File: config.mk
export PLATFORM = sky130hd
export DESIGN_NAME = mem_port_arbiter
export DESIGN_NICKNAME = d
export VERILOG_FILES = /design/src/rtl/mem_port_arbiter.sv
export SDC_FILE = /design/constraint.sdc
export NUM_CORES = 1
export LEC_CHECK = 0
export CAP_MARGIN = 20
export CORE_ASPECT_RATIO = 0.75
export CORE_MARGIN = 2
export CORE_UTILIZATION = 33
export CTS_BUF_LIST = sky130_fd_sc_hd__clkbuf_8 sky130_fd_sc_hd__clkbuf_16
export CTS_CLUSTER_SIZE = 25
export DETAILED_ROUTE_END_ITERATION = 12
export GPL_ROUTABILITY_DRIVEN = 0
export GPL_TIMING_DRIVEN = 0
export PLACE_DENSITY_LB_ADDON = 0.05
export SLEW_MARGIN = 20
export SYNTH_ARGS = -nofsm -noshare
export SYNTH_HDL_FRONTEND = slang
export SYNTH_SLANG_ARGS = --single-unit
File: constraint.sdc
create_clock -name clk -period 2.22 [get_ports clk]
set_input_delay 0.333 -clock clk [delete_from_list [all_inputs] [get_ports clk]]
set_output_delay 0.333 -clock clk [all_outputs]
set_load 0.03 [all_outputs]
File: src/rtl/mem_port_arbiter.sv
// mem_port_arbiter
//   Shares one single-ported memory between the instruction-fetch port and
//   the data port. One transaction is outstanding at a time and is run as
//   req/gnt/rvalid towards memory. The winner gets a registered response
//   and a one-cycle ready pulse.
//
//   Optional build macro MEM_ARB_RR_EN: round-robin choice when both ports
//   request together. Without it the data port always wins a tie.
//
// Ports
//   clk, reset                 clock, synchronous active-high reset
//   i_req/i_addr               instruction read request (held until i_ready)
//   i_rdata/i_ready            registered fetch data, completion pulse
//   d_req/d_we/d_wmask/d_addr/d_wdata   data request (held until d_ready)
//   d_rdata/d_ready            registered load data, completion pulse
//   mem_req/we/wmask/addr/wdata request towards memory
//   mem_gnt/mem_rvalid/mem_rdata        memory handshake and response
//   err_clr                    clears the sticky bus error
//   bus_err/err_addr           sticky timeout flag, first timed-out address
//
// FSM states
//   state      | meaning
//   S_IDLE     | no transaction; sample requests and latch the winner
//   S_WAIT_GNT | mem_req high, waiting for mem_gnt
//   S_WAIT_RSP | request accepted, waiting for mem_rvalid
//   S_DONE     | owner's ready pulses for this one cycle
module mem_port_arbiter #(
  parameter int ADDR_W  = 32,
  parameter int DATA_W  = 32,
  parameter int TIMEOUT = 64
) (
  input  logic                clk,
  input  logic                reset,
  input  logic                i_req,
  input  logic [ADDR_W-1:0]   i_addr,
  output logic [DATA_W-1:0]   i_rdata,
  output logic                i_ready,
  input  logic                d_req,
  input  logic                d_we,
  input  logic [DATA_W/8-1:0] d_wmask,
  input  logic [ADDR_W-1:0]   d_addr,
  input  logic [DATA_W-1:0]   d_wdata,
  output logic [DATA_W-1:0]   d_rdata,
  output logic                d_ready,
  output logic                mem_req,
  output logic                mem_we,
  output logic [DATA_W/8-1:0] mem_wmask,
  output logic [ADDR_W-1:0]   mem_addr,
  output logic [DATA_W-1:0]   mem_wdata,
  input  logic                mem_gnt,
  input  logic                mem_rvalid,
  input  logic [DATA_W-1:0]   mem_rdata,
  input  logic                err_clr,
  output logic                bus_err,
  output logic [ADDR_W-1:0]   err_addr
);

  localparam int MASK_W = DATA_W / 8;
  // Counter must hold TIMEOUT: a grant on the last allowed cycle carries
  // the count one past the limit into S_WAIT_RSP.
  localparam int CNT_W  = $clog2(TIMEOUT + 1);

  localparam logic [1:0] S_IDLE     = 2'd0;
  localparam logic [1:0] S_WAIT_GNT = 2'd1;
  localparam logic [1:0] S_WAIT_RSP = 2'd2;
  localparam logic [1:0] S_DONE     = 2'd3;

  localparam logic OWN_I = 1'b0;
  localparam logic OWN_D = 1'b1;

  logic [1:0]        state;
  logic              owner;
  logic              lat_we;
  logic [MASK_W-1:0] lat_wmask;
  logic [ADDR_W-1:0] lat_addr;
  logic [DATA_W-1:0] lat_wdata;
  logic [CNT_W-1:0]  tmo_cnt;
  logic              pick_d;
  logic              tmo_hit;
  logic              tmo_fire;

`ifdef MEM_ARB_RR_EN
  logic last_owner;
  logic enter_done;

  // On a tie the port not served last wins; a lone requester always wins.
  assign pick_d     = d_req & (~i_req | (last_owner == OWN_I));
  assign enter_done = tmo_fire | ((state == S_WAIT_RSP) & mem_rvalid);

  always_ff @(posedge clk) begin
    if (reset) begin
      last_owner <= OWN_I;
    end else if (enter_done) begin
      last_owner <= owner;
    end
  end
`else
  assign pick_d = d_req;
`endif

  assign tmo_hit = (tmo_cnt >= CNT_W'(TIMEOUT - 1));

  // A completing gnt/rvalid in the limit cycle beats the timeout.
  assign tmo_fire = tmo_hit &
                    (((state == S_WAIT_GNT) & ~mem_gnt) |
                     ((state == S_WAIT_RSP) & ~mem_rvalid));

  always_ff @(posedge clk) begin
    if (reset) begin
      state     <= S_IDLE;
      owner     <= OWN_I;
      lat_we    <= 1'b0;
      lat_wmask <= '0;
      lat_addr  <= '0;
      lat_wdata <= '0;
      tmo_cnt   <= '0;
      i_rdata   <= '0;
      d_rdata   <= '0;
      bus_err   <= 1'b0;
      err_addr  <= '0;
    end else begin
      if (err_clr) begin
        bus_err <= 1'b0;
      end
      case (state)
        S_IDLE: begin
          if (i_req || d_req) begin
            owner <= pick_d;
            if (pick_d) begin
              lat_we    <= d_we;
              lat_wmask <= d_wmask;
              lat_addr  <= d_addr;
              lat_wdata <= d_wdata;
            end else begin
              lat_we    <= 1'b0;
              lat_wmask <= '0;
              lat_addr  <= i_addr;
              lat_wdata <= '0;
            end
            tmo_cnt <= '0;
            state   <= S_WAIT_GNT;
          end
        end
        S_WAIT_GNT: begin
          tmo_cnt <= tmo_cnt + CNT_W'(1);
          if (mem_gnt) begin
            state <= S_WAIT_RSP;
          end
        end
        S_WAIT_RSP: begin
          tmo_cnt <= tmo_cnt + CNT_W'(1);
          if (mem_rvalid) begin
            // Writes also land in d_rdata; the value is don't-care.
            if (owner == OWN_D) begin
              d_rdata <= mem_rdata;
            end else begin
              i_rdata <= mem_rdata;
            end
            state <= S_DONE;
          end
        end
        S_DONE: begin
          state <= S_IDLE;
        end
        default: begin
          state <= S_IDLE;
        end
      endcase

      // Forced completion overrides the state update above. It also wins
      // over a simultaneous err_clr.
      if (tmo_fire) begin
        state <= S_DONE;
        if (owner == OWN_D) begin
          d_rdata <= '0;
        end else begin
          i_rdata <= '0;
        end
        bus_err <= 1'b1;
        if (!bus_err) begin
          err_addr <= lat_addr;
        end
      end
    end
  end

  assign mem_req   = (state == S_WAIT_GNT);
  assign mem_we    = lat_we & mem_req;
  assign mem_wmask = mem_req ? lat_wmask : '0;
  assign mem_addr  = lat_addr;
  assign mem_wdata = lat_wdata;

  assign i_ready = (state == S_DONE) & (owner == OWN_I);
  assign d_ready = (state == S_DONE) & (owner == OWN_D);

endmodule

==> results.py <==
metrics = {
    "setup_path": {
        "reg2reg_depth": 7,
        "crit_slowest_cell": "clkdlybuf4s50_1",
        "crit_path_start_kind": "flop",
        "path_class": "reg -> out",
        "path_buf_inv": 1,
        "crit_path_end_kind": "output port",
        "cp_max_fo": 4,
        "crit_path_max_incr_delay_ns": 0.67,
        "cpLargestDelayFamily": "buffers and inverters",
        "worstPathRequired_ns": 1.89,
        "arrival_ns": 1.78,
        "r2r-end": "i_rdata[26]",
        "crit_chain": "ha_1 -> nor2b_1 -> clkdlybuf4s50_1",
        "rr_startpoint": "state[1]",
        "reg2reg_slack_ns": 0.15,
    },
    "floorplan": {
        "die-area_sq_um": 21600,
        "die_height_microns": 128,
        "core_area_sq_um": 20100,
        "dieWidth_microns": 169,
        "row_count": 45,
        "start_util": 0.335,
        "pin_count": 309,
    },
    "power": {
        "pwr_density_cell_nw_per_um2": 966,
        "leakagePower_nw": 3.80,
        "p_total_mw": 10.4,
        "vdd_drop_max_v": 0.000471,
    },
    "hold_path": {
        "min_to": "mem_wdata[30]",
        "min_path_cells": 2,
        "min_from": "mem_wdata[30]",
        "hp-class": "reg -> reg",
    },
    "sta": {
        "fmax_ghz": 0.473,
        "drv_slew": 0,
        "tightest_slew_ns": 0.581,
        "slew_headroom": 0.613,
        "skew_ns": 0.0133,
        "fin_crit_sh": 0.953,
        "hold_viol": 0,
        "fin_crit_ns": 2.11,
        "finalSetupViolCount": 0,
        "rsz0062_at_grt": "yes",
    },
    "placement": {
        "dp_cells": 1376,
        "detailed_place_hpwl_microns": 17300,
        "portBuffers": 308,
    },
    "layout": {
        "syn_to_final_growth_pct": 59.7,
        "antenna_cells": 0,
        "post_layout_nonfiller_instances": 1411,
        "fin_util": 0.535,
        "num-fill-cells": 1947,
        "num-nets-final": 1286,
        "drive_gt1_frac": 0.0572,
    },
    "cts": {
        "clock_tree.buffer_depth": 2,
        "clock_sinks": 176,
        "path_clk_slew_ns": 0.07,
        "clock_latency_ns": 0.43,
        "htree_levels": 4,
        "cts_tree": "yes",
        "cts_buffers": 17,
        "root_buffer": "clkbuf_16",
    },
    "routing": {
        "drt-vias-per-instance": 4.74,
        "wl_microns": 22900,
        "drt_first_pass_iters": 4,
        "initialDrtViolationCount": 319,
        "wl_per_cell_microns": 16.2,
        "vias": 6685,
        "drc": 0,
        "ant_nets": 0,
    },
    "global_route": {
        "grt_max_degree": 17,
        "antenna_found_initial": 0,
        "grt_use_total": 0.212,
        "grt_pass1_vias": 6588,
        "grt_pass1_wl_microns": 35600,
        "gr-total-overflow": 0,
    },
    "logic_synthesis": {
        "yosysWarnings": 0,
        "synthCells": 810,
        "ys_seq_elements": 176,
        "ys_seq_area_frac": 0.523,
        "synth_edf_count": 0,
        "async_reset_ff_frac": 0,
        "syn-num-nets": 956,
        "synth.avg_cell_area_sq_um": 8.31,
        "synth_area_sq_um": 6730,
        "ys.flop_type": "dfxtp_1",
        "ys_types": 34,
    },
    "outcome": {
        "status": "complete, no violations",
    },
    "run": {
        "cap_violations": 0,
    },
}
Yosys cell counts, drive strengths merged (2+ instances only):
master    n  area (sq um)
nor2     41           154
nand2b    5          31.3
nor4      4          25.0
clkbuf   37           139
dfxtp   176          3520
inv       4          15.0
nor3b     2          20.0
mux2i    33           330
nand4     2          12.5
o21bai    3          30.0
a211oi   33           253
ha        6          75.1
nand2   235           882
nand3    41           205
o21ai     3          15.0
xnor2     5          43.8
o21a      2          15.0
a21oi   140           701
and2      6          37.5
buf      23           130
registers in the layout (all words and copies together), names as in the netlist, 2 cells and up:
register,count
state,2
mem_addr,32
mem_wdata,32
err_addr,32
lat_wmask,4
tmo_cnt,7
d_rdata,32
i_rdata,32
metrics by stage:
step / setup TNS [ns] / hold slack (ns) / setup WS, ns / cell area [sq um]
floorplan: 0 / 0.427 / 0.247 / 6730
global placement: -9.82 / 0.437 / -0.274 / 10100
detailed placement: -12.83 / 0.444 / -0.361 / 10100
CTS: 0 / 0.454 / 0.0283 / 10700
global route: -0.00413 / 0.465 / -0.00413 / 10800
finish: 0 / 0.451 / 0.105 / 10800
final cells by class:
cell class / instances / area [sq um] / share of cell area
buffer: 60 / 277 / 0.0257
clock inverter: 13 / 128 / 0.0119
multi-input combinational: 570 / 2940 / 0.273
tap: 258 / 323 / 0.0300
sequential: 176 / 3520 / 0.328
timing repair buffer: 311 / 3100 / 0.288
inverter: 4 / 15.0 / 0.00140
clock buffer: 19 / 453 / 0.0421
power breakdown:
group	switching [mW]	leakage, nW	internal (mW)
combinational	2.19	2.08	1.37
sequential	0.292	1.43	3.57
clock	1.34	0.289	1.63
total	3.82	3.80	6.56
cell usage in the layout (no fill, tap or decap), types with 16 or more instances in the layout:
cell type        count
clkdlybuf4s50_1    302
nand2_1            235
dfxtp_1            176
a21oi_1            140
nand3_1             41
nor2_1              41
clkbuf_1            33
mux2i_1             33
a211oi_1            32
clkbuf_16           17
buf_2               16
cell families (layout without fill, tap and decap cells):
group | after synthesis | after routing | share of synthesized area
AND/OR/NAND/NOR | 340 | 340 | 0.207
XOR/XNOR | 5 | 5 | 0.00650
multiplexers | 33 | 33 | 0.0491
flip-flops | 176 | 176 | 0.523
AO/OA/AOI/OAI | 186 | 186 | 0.161
buffers and inverters | 64 | 407 | 0.0422
adder cells (fa/ha/maj) | 6 | 6 | 0.0112
how the worst max path moves through the flow:
stage | start | slack (ns) | end | cells after the start
after floorplan | state[1] | 0.25 | err_addr[31] | 7
after global placement | reset | -0.27 | err_addr[4] | 5
after detailed placement | reset | -0.36 | err_addr[1] | 5
after CTS | state[1] | 0.03 | err_addr[31] | 7
after global routing | state[0] | -0.004 | mem_wdata[25] | 8
final | state[0] | 0.11 | i_ready | 3
metal layers:
layer  part of all wire  GRT usage  vias up
met2               0.46      0.348      200
met3              0.082     0.0744       16
met4              0.013     0.0548        0
li1                   -          -     3385
met1               0.45      0.267     3084
met5                  0          0        -
repair_timing:
item / in CTS / in global routing
setup buffers: 0 / 3
hold buffers: 0 / 0
endpoints found under the setup margin: 22 / 95
pin swaps: 1 / 1
gates resized for setup: 6 / 11
worst register-to-register path, cell delays in order, from the launching register on:
cell and delay (ns):
dfxtp_1 0.34, inv_1 0.11, ha_2 0.26, nand2b_1 0.18
a211o_1 0.42, o21bai_2 0.29, buf_2 0.29, a21oi_1 0.07
(Power assumes the default switching activity.)
==> patch, RTL diff (config.mk and constraints unchanged) <==
Add a define of `MEM_ARB_RR_EN`.
--- a/src/rtl/mem_port_arbiter.sv
+++ b/src/rtl/mem_port_arbiter.sv
@@ -25,4 +25,6 @@
 //   S_WAIT_RSP | request accepted, waiting for mem_rvalid
 //   S_DONE     | owner's ready pulses for this one cycle
+`define MEM_ARB_RR_EN
+
 module mem_port_arbiter #(
   parameter int ADDR_W  = 32,
Behaviour: not the same (a bounded check fails within 10 cycles, from zero or initial values and one cycle with reset high).
==> patch against the original RTL <==
Die area grew 0.34%. Critical path depth grew 3. Design area grew 0.21%. Wire length shrank 6.1%. Setup slack gained 98 ps. Global-route usage shrank 1.6 points. Area after synthesis grew 0.35%. Power grew 0.84%. Fmax grew 4.9%. Sequential cell count grew 1.
==> patch: results (changes against the original RTL) <==
CTS root buf = clkbuf_16 (unchanged)
number of flops mapped to enable cells by yosys = 0 (unchanged)
Hold Path Sink = d_rdata[30] (was mem_wdata[30])
# diodes = 0 (unchanged)
Critical Path AT = 2360 ps (was 1780 ps)
HP Class = reg2reg (unchanged)
PortBufs = 308 (unchanged)
Leak Pwr = 3.852 nW (was 3.800 nW)
Post-Synthesis Cells = 773 (was 810)
Worst-path clk slew = 60 ps
r2r setup slk = 200 ps (was 150 ps)
CTS Hold Bufs = 0 (unchanged)
Seq/Total Area, Yosys = 52.44% (was 52.33%)
FF-to-FF End = err_addr[27] (was i_rdata[26])
vias in the first global route = 6257 (was 6588)
worst skew pair latency = 420 ps
wire per inst = 15.69 um (was 16.24 um)
Peak VDD IR = 0.5511 mV (was 0.4710 mV)
DP Worst Slack = -221.2 ps (was -361.5 ps)
Worst Setup SP = tmo_cnt[0] (was state[0])
largest net degree at the start of global routing = 17 (unchanged)
share of post-route cells with drive strength above 1 = 6.199% (was 5.724%)
Synth Net Count = 919 (was 956)
Placed Area = 10160 um^2 (was 10140 um^2)
hold depth = 2 (unchanged)
maximum fanout along the worst path = 10 (was 4)
reg2reg path depth = 6 (was 7)
Worst Skew = 11.49 ps (was 13.27 ps)
DR vias = 6437 (was 6685)
DRT iter0 DRCs = 296 (was 319)
worst stage delay on the critical path = 560 ps (was 670 ps)
top_reg_cell synth = dfxtp_1 (unchanged)
Hold WS = 452.1 ps (was 450.6 ps)
cells taking the most area after synthesis = dfxtp_1, nand2_1, a21oi_1 (unchanged)
async set-reset flop share out of synthesis = 0% (unchanged)
worst slew pin tran = 654.5 ps (was 581.0 ps)
first-pass GRT wire length = 33190 um (was 35640 um)
status = finished, final reports clean (unchanged)
cts bufs inserted = 17 (unchanged)
placed cell count = 1339 (was 1376)
antenna violations before repair = 0 (unchanged)
# H-tree levels = 4 (unchanged)
Slowest-stage cell, CP = a211oi_1 (was clkdlybuf4s50_1)
Yosys Warn Count = 0 (unchanged)
DRT Pass-1 Iters = 4 (unchanged)
synth unique cells = 38 (was 34)
hold wc startpoint = d_rdata[30] (was mem_wdata[30])
clk buf depth = 2 (unchanged)
vias per cell = 4.695 (was 4.738)
synth cell count leaders = nand2_1, dfxtp_1, a21oi_1 (unchanged)
final HPWL from detailed placement = 16200 um (was 17290 um)
All-Layer GR Usage = 19.56% (was 21.20%)
nets = 1247 (was 1286)
==> patch: how the worst max path moves through the flow <==
stage	slack, ps	endpoint	cells past startpoint
6_report	200	err_addr[27]	6
3_3_place_gp	-170	mem_wdata[26]	6
3_5_place_dp	-220	mem_wdata[24]	6
2_1_floorplan	270	d_rdata[10]	7
5_1_grt	20	mem_wdata[27]	7
4_1_cts	20	i_ready	3
==> patch: report_power, final <==
group	switching [mW]	leakage, nW	internal [mW]
Sequential	0.295	1.44	3.59
Clock	1.33	0.294	1.74
Combinational	2.11	2.12	1.41
==> patch: metal layers <==
metal / global-route usage (%) / part of all wire (%)
met5: 0 / 0
met2: 29.34 / 42
met4: 5.128 / 1.4
met3: 8.089 / 9.6
met1: 26.05 / 47
==> patch: worst max-delay path: cells and delay by family, from the launching register on <==
family | cells | cell delay, ps
flip-flops | 1 | 360
buffers and inverters | 1 | 220
AO/OA/AOI/OAI | 3 | 1000
AND/OR/NAND/NOR | 1 | 70
adder cells (fa/ha/maj) | 1 | 280
==> patch: kinds of logic after synthesis <==
| logic type | share of synthesized area (%) |
|---|---|
| flops | 52.44 |
| simple gates | 17.98 |
| fa+ha+maj | 1.111 |
| buf+inv | 4.778 |
| mux | 4.889 |
| compound gates | 18.15 |
| xor+xnor | 0.6481 |
==> patch: area by class of cell <==
type,count,area (um^2)
multi-input cells,537,2893
clock inverters,12,147.6
fillers,1943,9383
flip-flops and latches,177,3543
repair buffers,309,3085
clock buffers,19,452.9
plain buffers,55,314.1
inverters,4,15.01
well taps,258,322.8
==> patch: what timing repair did <==
action | in CTS | in global routing
resized for setup | 7 | 12
pin swaps | 0 | 1
setup endpoints to repair | 7 | 71
setup buffers | 0 | 1
